File: src/rtl/core_sequencer_if.sv
// Memory-side handshake bundle for core_sequencer: instruction fetch and data access ports.
// The master side is the sequencer, and the slave side is the memory system.
interface core_sequencer_if #(parameter int XLEN = 32);
  logic            IMemReq;
  logic [XLEN-1:0] IMemAddr;
  logic            IMemAck;
  logic [15:0]     IMemData;
  logic            DMemReq;
  logic            DMemWe;
  logic [1:0]      DMemSize;
  logic [XLEN-1:0] DMemAddr;
  logic [XLEN-1:0] DMemWdata;
  logic            DMemAck;

  modport master (
    output IMemReq, IMemAddr, DMemReq, DMemWe, DMemSize, DMemAddr, DMemWdata,
    input  IMemAck, IMemData, DMemAck
  );
  modport slave (
    input  IMemReq, IMemAddr, DMemReq, DMemWe, DMemSize, DMemAddr, DMemWdata,
    output IMemAck, IMemData, DMemAck
  );
endinterface

File: src/rtl/core_sequencer.sv
// Multi-cycle FETCH/EXEC/MEM control for the RV32EC compressed datapath.
// Owns the PC, latches instructions for the decoder and sequences regfile writeback and data accesses.
module core_sequencer #(
  parameter int              XLEN     = 32,
  parameter logic [XLEN-1:0] RESET_PC = '0
) (
  input  logic             clk,
  input  logic             rst,
  core_sequencer_if.master mem,
  output logic [15:0]      Inst,
  input  logic [3:0]       CtrlLSU,
  input  logic             CtrlPCWriteback,
  input  logic [1:0]       CtrlPCMode,
  input  logic [XLEN-1:0]  DecodedImm,
  input  logic [XLEN-1:0]  Rs1Data,
  input  logic [XLEN-1:0]  Rs2Data,
  input  logic [XLEN-1:0]  AluResult,
  input  logic             IntegerUnitFlag,
  output logic             RegWrite,
  output logic [1:0]       RdSrc,
  output logic [XLEN-1:0]  PC,
  output logic             Retire,
  output logic             Halted
);
  typedef enum logic [1:0] {S_FETCH, S_EXEC, S_MEM, S_HALT} state_t;

  localparam logic [1:0]  PCINC  = 2'd0;
  localparam logic [1:0]  PCBRCH = 2'd1;
  localparam logic [1:0]  PCJREG = 2'd2;
  localparam logic [1:0]  PCJIMM = 2'd3;
  localparam logic [15:0] EBREAK = 16'h9002;
  localparam logic [15:0] CNOP   = 16'h0001;

  state_t          state, state_n;
  logic [XLEN-1:0] pc_plus2, target, next_pc, pc_n;
  logic            mem_op;
  logic            unused_lsu;

  // Bit 3 of the LSU control has no meaning for the sequencer.
  assign unused_lsu = CtrlLSU[3];
  assign mem_op     = (CtrlLSU[1:0] != 2'b00);
  assign pc_plus2   = PC + XLEN'(2);

  // While reset is high, the state is already FETCH. Gate the request so it stays low during reset.
  assign mem.IMemReq  = (state == S_FETCH) && !rst;
  assign mem.IMemAddr = PC;
  assign mem.DMemReq  = (state == S_MEM);

  always_comb begin
    case (CtrlPCMode)
      PCBRCH:  target = IntegerUnitFlag ? PC + DecodedImm : pc_plus2;
      PCJREG:  target = Rs1Data;
      PCJIMM:  target = PC + DecodedImm;
      default: target = pc_plus2;
    endcase
    next_pc = target & ~XLEN'(1);
  end

  always_ff @(posedge clk or posedge rst) begin
    if (rst) state <= S_FETCH;
    else     state <= state_n;
  end

  always_comb begin
    state_n  = state;
    RegWrite = 1'b0;
    RdSrc    = 2'b00;
    Retire   = 1'b0;
    pc_n     = PC;
    case (state)
      S_FETCH: if (mem.IMemAck) state_n = S_EXEC;
      S_EXEC: begin
        if (Inst == EBREAK) state_n = S_HALT;
        else if (mem_op)    state_n = S_MEM;
        else begin
          // Branches, c.nop, and unlinked jumps have no architectural destination register.
          RegWrite = (CtrlPCMode != PCBRCH) && (Inst != CNOP) &&
                     ((CtrlPCMode == PCINC) || CtrlPCWriteback);
          RdSrc    = CtrlPCWriteback ? 2'b10 : 2'b00;
          Retire   = 1'b1;
          pc_n     = next_pc;
          state_n  = S_FETCH;
        end
      end
      S_MEM: if (mem.DMemAck) begin
        RegWrite = !mem.DMemWe;
        RdSrc    = mem.DMemWe ? 2'b00 : 2'b01;
        Retire   = 1'b1;
        pc_n     = pc_plus2;
        state_n  = S_FETCH;
      end
      default: state_n = S_HALT;
    endcase
  end

  always_ff @(posedge clk or posedge rst) begin
    if (rst) begin
      PC            <= RESET_PC;
      Inst          <= CNOP;
      Halted        <= 1'b0;
      mem.DMemWe    <= 1'b0;
      mem.DMemSize  <= 2'b00;
      mem.DMemAddr  <= '0;
      mem.DMemWdata <= '0;
    end else begin
      PC <= pc_n;
      if (state == S_FETCH && mem.IMemAck) Inst <= mem.IMemData;
      if (state == S_EXEC && Inst == EBREAK) Halted <= 1'b1;
      if (state == S_EXEC && Inst != EBREAK && mem_op) begin
        mem.DMemWe    <= CtrlLSU[2];
        mem.DMemSize  <= CtrlLSU[1:0];
        mem.DMemAddr  <= AluResult;
        mem.DMemWdata <= Rs2Data;
      end
    end
  end
endmodule

File: src/flat_wrapper.sv
// flat-port wrapper written by rule: the top's interface ports become plain ports
module core_sequencer_flat 
#(
  parameter int              XLEN     = 32,
  parameter logic [XLEN-1:0] RESET_PC = '0
)
  (clk, rst, Inst, CtrlLSU, CtrlPCWriteback, CtrlPCMode, DecodedImm, Rs1Data, Rs2Data, AluResult, IntegerUnitFlag, RegWrite, RdSrc, PC, Retire, Halted, mem_IMemReq, mem_IMemAddr, mem_DMemReq, mem_DMemWe, mem_DMemSize, mem_DMemAddr, mem_DMemWdata, mem_IMemAck, mem_IMemData, mem_DMemAck);
  core_sequencer_if #(.XLEN(XLEN)) mem_i ();
  input  logic clk;
  input  logic rst;
  output logic [15:0] Inst;
  input  logic [3:0] CtrlLSU;
  input  logic CtrlPCWriteback;
  input  logic [1:0] CtrlPCMode;
  input  logic [XLEN-1:0] DecodedImm;
  input  logic [XLEN-1:0] Rs1Data;
  input  logic [XLEN-1:0] Rs2Data;
  input  logic [XLEN-1:0] AluResult;
  input  logic IntegerUnitFlag;
  output logic RegWrite;
  output logic [1:0] RdSrc;
  output logic [XLEN-1:0] PC;
  output logic Retire;
  output logic Halted;
  output wire logic [$bits(mem_i.IMemReq)-1:0] mem_IMemReq;
  output wire logic [$bits(mem_i.IMemAddr)-1:0] mem_IMemAddr;
  output wire logic [$bits(mem_i.DMemReq)-1:0] mem_DMemReq;
  output wire logic [$bits(mem_i.DMemWe)-1:0] mem_DMemWe;
  output wire logic [$bits(mem_i.DMemSize)-1:0] mem_DMemSize;
  output wire logic [$bits(mem_i.DMemAddr)-1:0] mem_DMemAddr;
  output wire logic [$bits(mem_i.DMemWdata)-1:0] mem_DMemWdata;
  input wire logic [$bits(mem_i.IMemAck)-1:0] mem_IMemAck;
  input wire logic [$bits(mem_i.IMemData)-1:0] mem_IMemData;
  input wire logic [$bits(mem_i.DMemAck)-1:0] mem_DMemAck;
  assign mem_IMemReq = mem_i.IMemReq;
  assign mem_IMemAddr = mem_i.IMemAddr;
  assign mem_DMemReq = mem_i.DMemReq;
  assign mem_DMemWe = mem_i.DMemWe;
  assign mem_DMemSize = mem_i.DMemSize;
  assign mem_DMemAddr = mem_i.DMemAddr;
  assign mem_DMemWdata = mem_i.DMemWdata;
  assign mem_i.IMemAck = mem_IMemAck;
  assign mem_i.IMemData = mem_IMemData;
  assign mem_i.DMemAck = mem_DMemAck;
  core_sequencer #(.XLEN(XLEN), .RESET_PC(RESET_PC)) u_core (.clk(clk), .rst(rst), .mem(mem_i), .Inst(Inst), .CtrlLSU(CtrlLSU), .CtrlPCWriteback(CtrlPCWriteback), .CtrlPCMode(CtrlPCMode), .DecodedImm(DecodedImm), .Rs1Data(Rs1Data), .Rs2Data(Rs2Data), .AluResult(AluResult), .IntegerUnitFlag(IntegerUnitFlag), .RegWrite(RegWrite), .RdSrc(RdSrc), .PC(PC), .Retire(Retire), .Halted(Halted));
endmodule
File: config.mk
export PLATFORM = sky130hd
export DESIGN_NAME = core_sequencer_flat
export DESIGN_NICKNAME = d
export VERILOG_FILES = /design/src/rtl/core_sequencer_if.sv /design/src/rtl/core_sequencer.sv /design/src/flat_wrapper.sv
export SDC_FILE = /design/constraint.sdc
export NUM_CORES = 1
export LEC_CHECK = 0
export ABC_CLOCK_PERIOD_IN_PS = 4340
export CORE_MARGIN = 2
export CORE_UTILIZATION = 44
export DETAILED_ROUTE_END_ITERATION = 10
export HOLD_SLACK_MARGIN = 0.15
export MAX_ROUTING_LAYER = met4
export PLACE_DENSITY = 0.79
export SLEW_MARGIN = 10
export SYNTH_ARGS = -nofsm -noshare
export SYNTH_HDL_FRONTEND = slang
export SYNTH_SLANG_ARGS = --single-unit
File: constraint.sdc
create_clock -name clk -period 4.34 [get_ports clk]
set_input_delay 0.868 -clock clk [delete_from_list [all_inputs] [get_ports clk]]
set_output_delay 0.868 -clock clk [all_outputs]
set_load 0.05 [all_outputs]
# Word-level counts from Yosys, hierarchy flattened
# Cells that the tools add are included.
# op_classes
addsub	2
mul	0
div_mod_pow	0
n_lt_le_gt_ge	0
n_eq_ne	13
n_shift	0
mux	25
bitwise_logic	0
n_reduce_logical	16
# op_table
operator	n
two-way mux 32 bit	4
one-hot mux 32 bit (3 select lines)	1
one-hot mux 32 bit (2 select lines)	1
adder 32 x 2 -> 32 bit (second input constant)	1
adder 32 bit	1
equality test 16 bit (second input constant)	1
two-way mux 2 bit	8
inequality test 16 x 1 -> 1 bit (second input constant)	1
inequality test 16 bit (second input constant)	1
logical AND 1 bit	7
two-way mux 1 bit	7
equality test 2 bit (second input constant)	3
inequality test 2 bit (second input constant)	3
one-hot mux 2 bit (3 select lines)	1
equality test 2 x 1 -> 1 bit (second input constant)	2
zero test 2 bit	2
inequality test 2 x 1 -> 1 bit (second input constant)	2
one-hot mux 1 bit (2 select lines)	2
one-hot mux 2 bit (2 select lines)	1
AND reduction 4 bit	1
nonzero test 2 bit	2
zero test 1 bit	2
AND reduction 2 bit	1
logical OR 1 bit	1
# word_totals
ff_bits	118
latchBits	0
ram_bits	0
romBits	0
inputBits	156
out_inout_bits	154
wordCells	64
memories	0

# Depth between registers and ports, before layout
# depth
word_depth	6
ltp_mapped	10
depth_no_buf	9

# Worst setup path after synthesis
# Ideal clock, no wire load.
# synth_path
kind	register to output
from	register u_core.Inst[9]
to	output RegWrite
arrival_time_ps	2248
required_ps	3472
setup_slack_ps	1224
path_stages_with_launch	6
n_path_buf	0
cell_sequence	dfrtp_1 > nor4_1 > nand3_1 > nor2_1 > or4_1 > o22ai_1
# synth_between
elab_chain_len	6
elab_cells_between_ends	7
classes_between	eq/ne: 2; mux: 3; reduce/logical: 2
# synth_rtl
element	line	source
from (decl)	core_sequencer.sv:10	output logic [15:0] Inst,
from (signal assigned)	core_sequencer.sv:107	if (state == S_FETCH && mem.IMemAck) Inst <= mem.IMemData;
inequality test 16 x 1 -> 1 bit	core_sequencer.sv:77	RegWrite = (CtrlPCMode != PCBRCH) && (Inst != CNOP) &&
logical AND 1 bit (2 in a row)	core_sequencer.sv:77	
two-way mux 1 bit	core_sequencer.sv:74	else if (mem_op) state_n = S_MEM;
two-way mux 1 bit (*)	core_sequencer.sv:73	if (Inst == EBREAK) state_n = S_HALT;
one-hot mux 1 bit (2 select lines) (*)	core_sequencer.sv:70	case (state)
to (decl)	flat_wrapper.sv:20	output logic RegWrite;
# Mark *: on every way between the ends. The rest lies on a longest branch, timed or not.

# Final worst setup path
# layout_path
from	input CtrlLSU[1]
to	output RegWrite
# layout_between
elab_chain_len	4
# layout_rtl
element	line	source
from (decl)	flat_wrapper.sv:12	input logic [3:0] CtrlLSU;
nonzero test 2 bit	core_sequencer.sv:41	assign mem_op = (CtrlLSU[1:0] != 2'b00);
two-way mux 1 bit	core_sequencer.sv:74	
two-way mux 1 bit	core_sequencer.sv:73	
one-hot mux 1 bit (2 select lines)	core_sequencer.sv:70	
# Every way passes these cells.

==> impl_results.md <==
* Synth Register Bits at ~120
* Worst-path cell chain: clkdlybuf4s50_1 > or4_1 > o22ai_1 > clkdlybuf4s50_1
* Synthesized area at between 7000 and 8000 µm²
* Clock Tree Root: clkbuf_16
* PwrDens at about 250 nW/µm²
* RSZ-0062 raised after global routing: false
* Post-synthesis compound-gate area fraction at between 10% and 20%
* Mapped Cells at ~760
* Synth unique cells at 70
* Share of cells above drive strength 1 at 13.90%
* WHS at 0.4822 ns
* Peak VDD IR at approximately 0.25 mV
* Hold_buf cts at 0
* Post-CTS Repair Setup Buffers at 0
* Worst-path clk slew at 0.06 ns
* R2R depth at 9
* Xor/xnor share of the synthesized area at under 10%
* Port bufs at between 300 and 400
* Slew Viols, Final at 0
* Initial Util at between 40 and 50%
* Post-Layout Cell Count at roughly 1,300
* CTS buffer count at 17
* Initial DRC Count at around 550
* Worst Skew at ~0.014 ns
* Crit path max-delay family: buffers and inverters
* Die width at 133.8 µm
* Clock H-tree levels at 4
* Hold Path Sink: u_core.Halted
* Die area at about 18,000 µm²
* Slowest-stage cell, CP: clkdlybuf4s50_1
* CP dominant cell by count: clkdlybuf4s50_1
* Clk_lat worst skew at 0.42 ns
* Synth warn at 0
* Worst path max stage delay at 0.82 ns
* Hold Path Depth at 1
* Global-route usage over all layers at 27.72%
* Placer congestion estimate at ~0.96
* Largest net degree at the start of global routing at 76
* Crit path launch type: primary input
* Drt total wl at 24,620 µm
* Routed WL per cell at just under 20 µm
* Post-route cell area at around 11,000 µm²
* Crit path arrival time at just under 3 ns
* Max-slew headroom at between 40% and 50%
* DRC at 0
* Largest family of logic cells by synthesized area: compound AO/OA/AOI/OAI gates
* Via count at slightly above 7,000
* Crit Path Class: in2out
* Final hold violation count at 0
* Clock Path Buffers at 2
* Slew @ Worst Pin at 0.8684 ns
* Clock sinks at 117
* Initial antenna violation count at 0
* CP startpoint: CtrlLSU[1]
* Placed insts at ~1,200
* Crit-path max FO at 3
* Area added between synthesis and finish at 49.17%
* Ys flop type: dfrtp_1
* Final core utilization at between 60% and 70%
* Crit share post-route at 86.64%
* Hold Crit Class: reg2reg
* Reg-to-Reg Start: u_core.PC[13]
* Antenna viol nets, final at 0
* Post-synthesis adder-cell area fraction at between 6 and 7%
* Synth async-reset ratio at 100.0%
* Post-cts resize count at 0
* Die height at roughly 130 µm
* FMAX at 265.9 MHz
* Final setup TNS at 0 ns
* Post-Synth Simple-Gate Area at between 10% and 20%
* Number of flops mapped to enable cells by yosys at 0
* I/O Pins at 310
* TritonRoute pass-1 iters at 5
* Ant diodes at 0
* First-pass GRT wire length at between 30,000 and 40,000 µm
* Leak at just under 5 nW
* Final setup violation count at 0
* Buf/Inv on CP at 2
* MaxCap Viol Count at 0
* CTS tree: yes
* Data required, critical path at between 3 and 4 ns
* Reg-to-reg slack, setup at approximately 1.3 ns
* Status: finished clean
* Post-detail-place hpwl at between 15,000 and 20,000 µm
* Dpl cell area at 10,490 µm²
* Post-synthesis mux area share at approximately an eighth
* Min Tclk post-route at 3.760 ns
* Post-synthesis sequential area ratio at 39.49%
* Core box area at 16,520 µm²
* Worst setup EP type: output pin
* Placement Rows at between 40 and 50
* Synth Area per Inst at between 9 and 10 µm²
* Vias in the first global route at between 7,000 and 8,000
* Vias per Instance at roughly 5.7
* Gr ovfl total at 0
* HP Start: u_core.Halted
* Critical R2R Capture: u_core.PC[28]
* Nets at 1,222
## how the worst max path moves through the flow
stage	end	slack [ns]	depth (start not counted)
finish	RegWrite	0.58	4
global route	RegWrite	0.50	4
CTS	RegWrite	0.58	4
detailed placement	u_core.PC[28]	0.58	10
global placement	RegWrite	0.60	4
floorplan	u_core.Halted	0.37	1
## state kept, by name, indices dropped and copies added, names as in the netlist
name and cells:
u_core.mem.DMemWe 1, u_core.state 2, u_core.mem.DMemSize 2, u_core.PC 31, u_core.mem.DMemAddr 32, u_core.Inst 16, u_core.mem.DMemWdata 32, u_core.Halted 1
## synth_stat cells (3+ instances only)
library cell / n / area [µm²]
a211oi_1: 4 / 30.03
a21o_1: 10 / 75.07
a21oi_1: 43 / 215.2
a221oi_1: 5 / 43.79
a22o_1: 7 / 61.31
a22oi_1: 18 / 135.1
a31oi_1: 12 / 75.07
a32oi_1: 3 / 26.28
and2_1: 4 / 25.02
and3_1: 12 / 75.07
and4_1: 5 / 43.79
buf_4: 34 / 255.2
clkbuf_1: 27 / 101.4
dfrtp_1: 116 / 2903
ha_1: 36 / 450.4
inv_1: 18 / 67.56
mux2_2: 83 / 934.7
nand2_1: 64 / 240.2
nand2b_1: 4 / 25.02
nand3_1: 16 / 80.08
nand3b_1: 3 / 22.52
nand4_1: 7 / 43.79
nor2_1: 43 / 161.4
nor2b_1: 4 / 25.02
nor3_1: 12 / 60.06
nor4_1: 5 / 31.28
o211ai_1: 4 / 30.03
o21a_1: 6 / 45.04
o21ai_0: 61 / 305.3
o21bai_1: 5 / 37.54
o221ai_1: 10 / 87.58
o22ai_1: 3 / 18.77
o32ai_1: 3 / 26.28
or4_1: 3 / 22.52
xnor2_1: 17 / 148.9
xor2_1: 4 / 35.03
## area by class of cell
class / instances / area, µm²
Clock buffer: 19 / 452.9
Clock inverter: 13 / 122.6
Fill cell: 1346 / 5460
Inverter: 18 / 70.07
Multi-Input combinational cell: 561 / 4076
Sequential cell: 117 / 2929
Tap cell: 220 / 275.3
Timing Repair Buffer: 315 / 3138
## logic make-up after synthesis
kind of cell,Yosys count
compound gates,216
simple gates,201
flops,117
mux,85
buf+inv,81
fa+ha+maj,36
xor+xnor,21
other cells,1
## placed cells by master, fill, tap and decap left out, types with 4 or more instances in the layout
cell             Yosys  layout
clkdlybuf4s50_1      0     304
dfrtp_1            116     116
mux2_2              83      83
nand2_1             64      64
o21ai_0             61      61
a21oi_1             43      42
nor2_1              43      41
ha_1                36      36
a22oi_1             18      18
inv_1               18      17
xnor2_1             17      17
clkbuf_16            0      17
nand3_1             16      16
and3_1              12      12
a31oi_1             12      12
nor3_1              12      12
o221ai_1            10      10
a21o_1              10      10
buf_4               34      10
a22o_1               7       7
nand4_1              7       7
o21a_1               6       6
nor4_1               5       5
o21bai_1             5       5
and4_1               5       5
a221oi_1             5       5
nand2b_1             4       4
nor2b_1              4       4
xor2_1               4       4
a211oi_1             4       4
and2_1               4       4
o211ai_1             4       4
## per-layer routing
| layer | up-vias | GRT usage, % | wire length, µm |
|---|---|---|---|
| li1 | 3353 | - | - |
| met2 | 358 | 45.70 | 12240 |
| met3 | 49 | 6.009 | 2000 |
| met4 | 0 | 9.043 | 518 |
| met5 | - | - | 0 |
| met1 | 3462 | 34.00 | 9868 |
## power breakdown
group          switching (W)  internal, W
clock network       0.000536     0.000824
logic               0.000126     0.000165
registers                  0      0.00109
total               0.000662      0.00208
## through the flow
step | setup WS (ns) | total power, W
floorplan | 0.3729 | 0.001219
global placement | 0.6022 | 0.001394
detailed placement | 0.5826 | 0.001397
CTS | 0.5806 | 0.002760
global route | 0.4976 | 0.002835
finish | 0.5799 | 0.002742
Power figures use the tool's default switching activity.
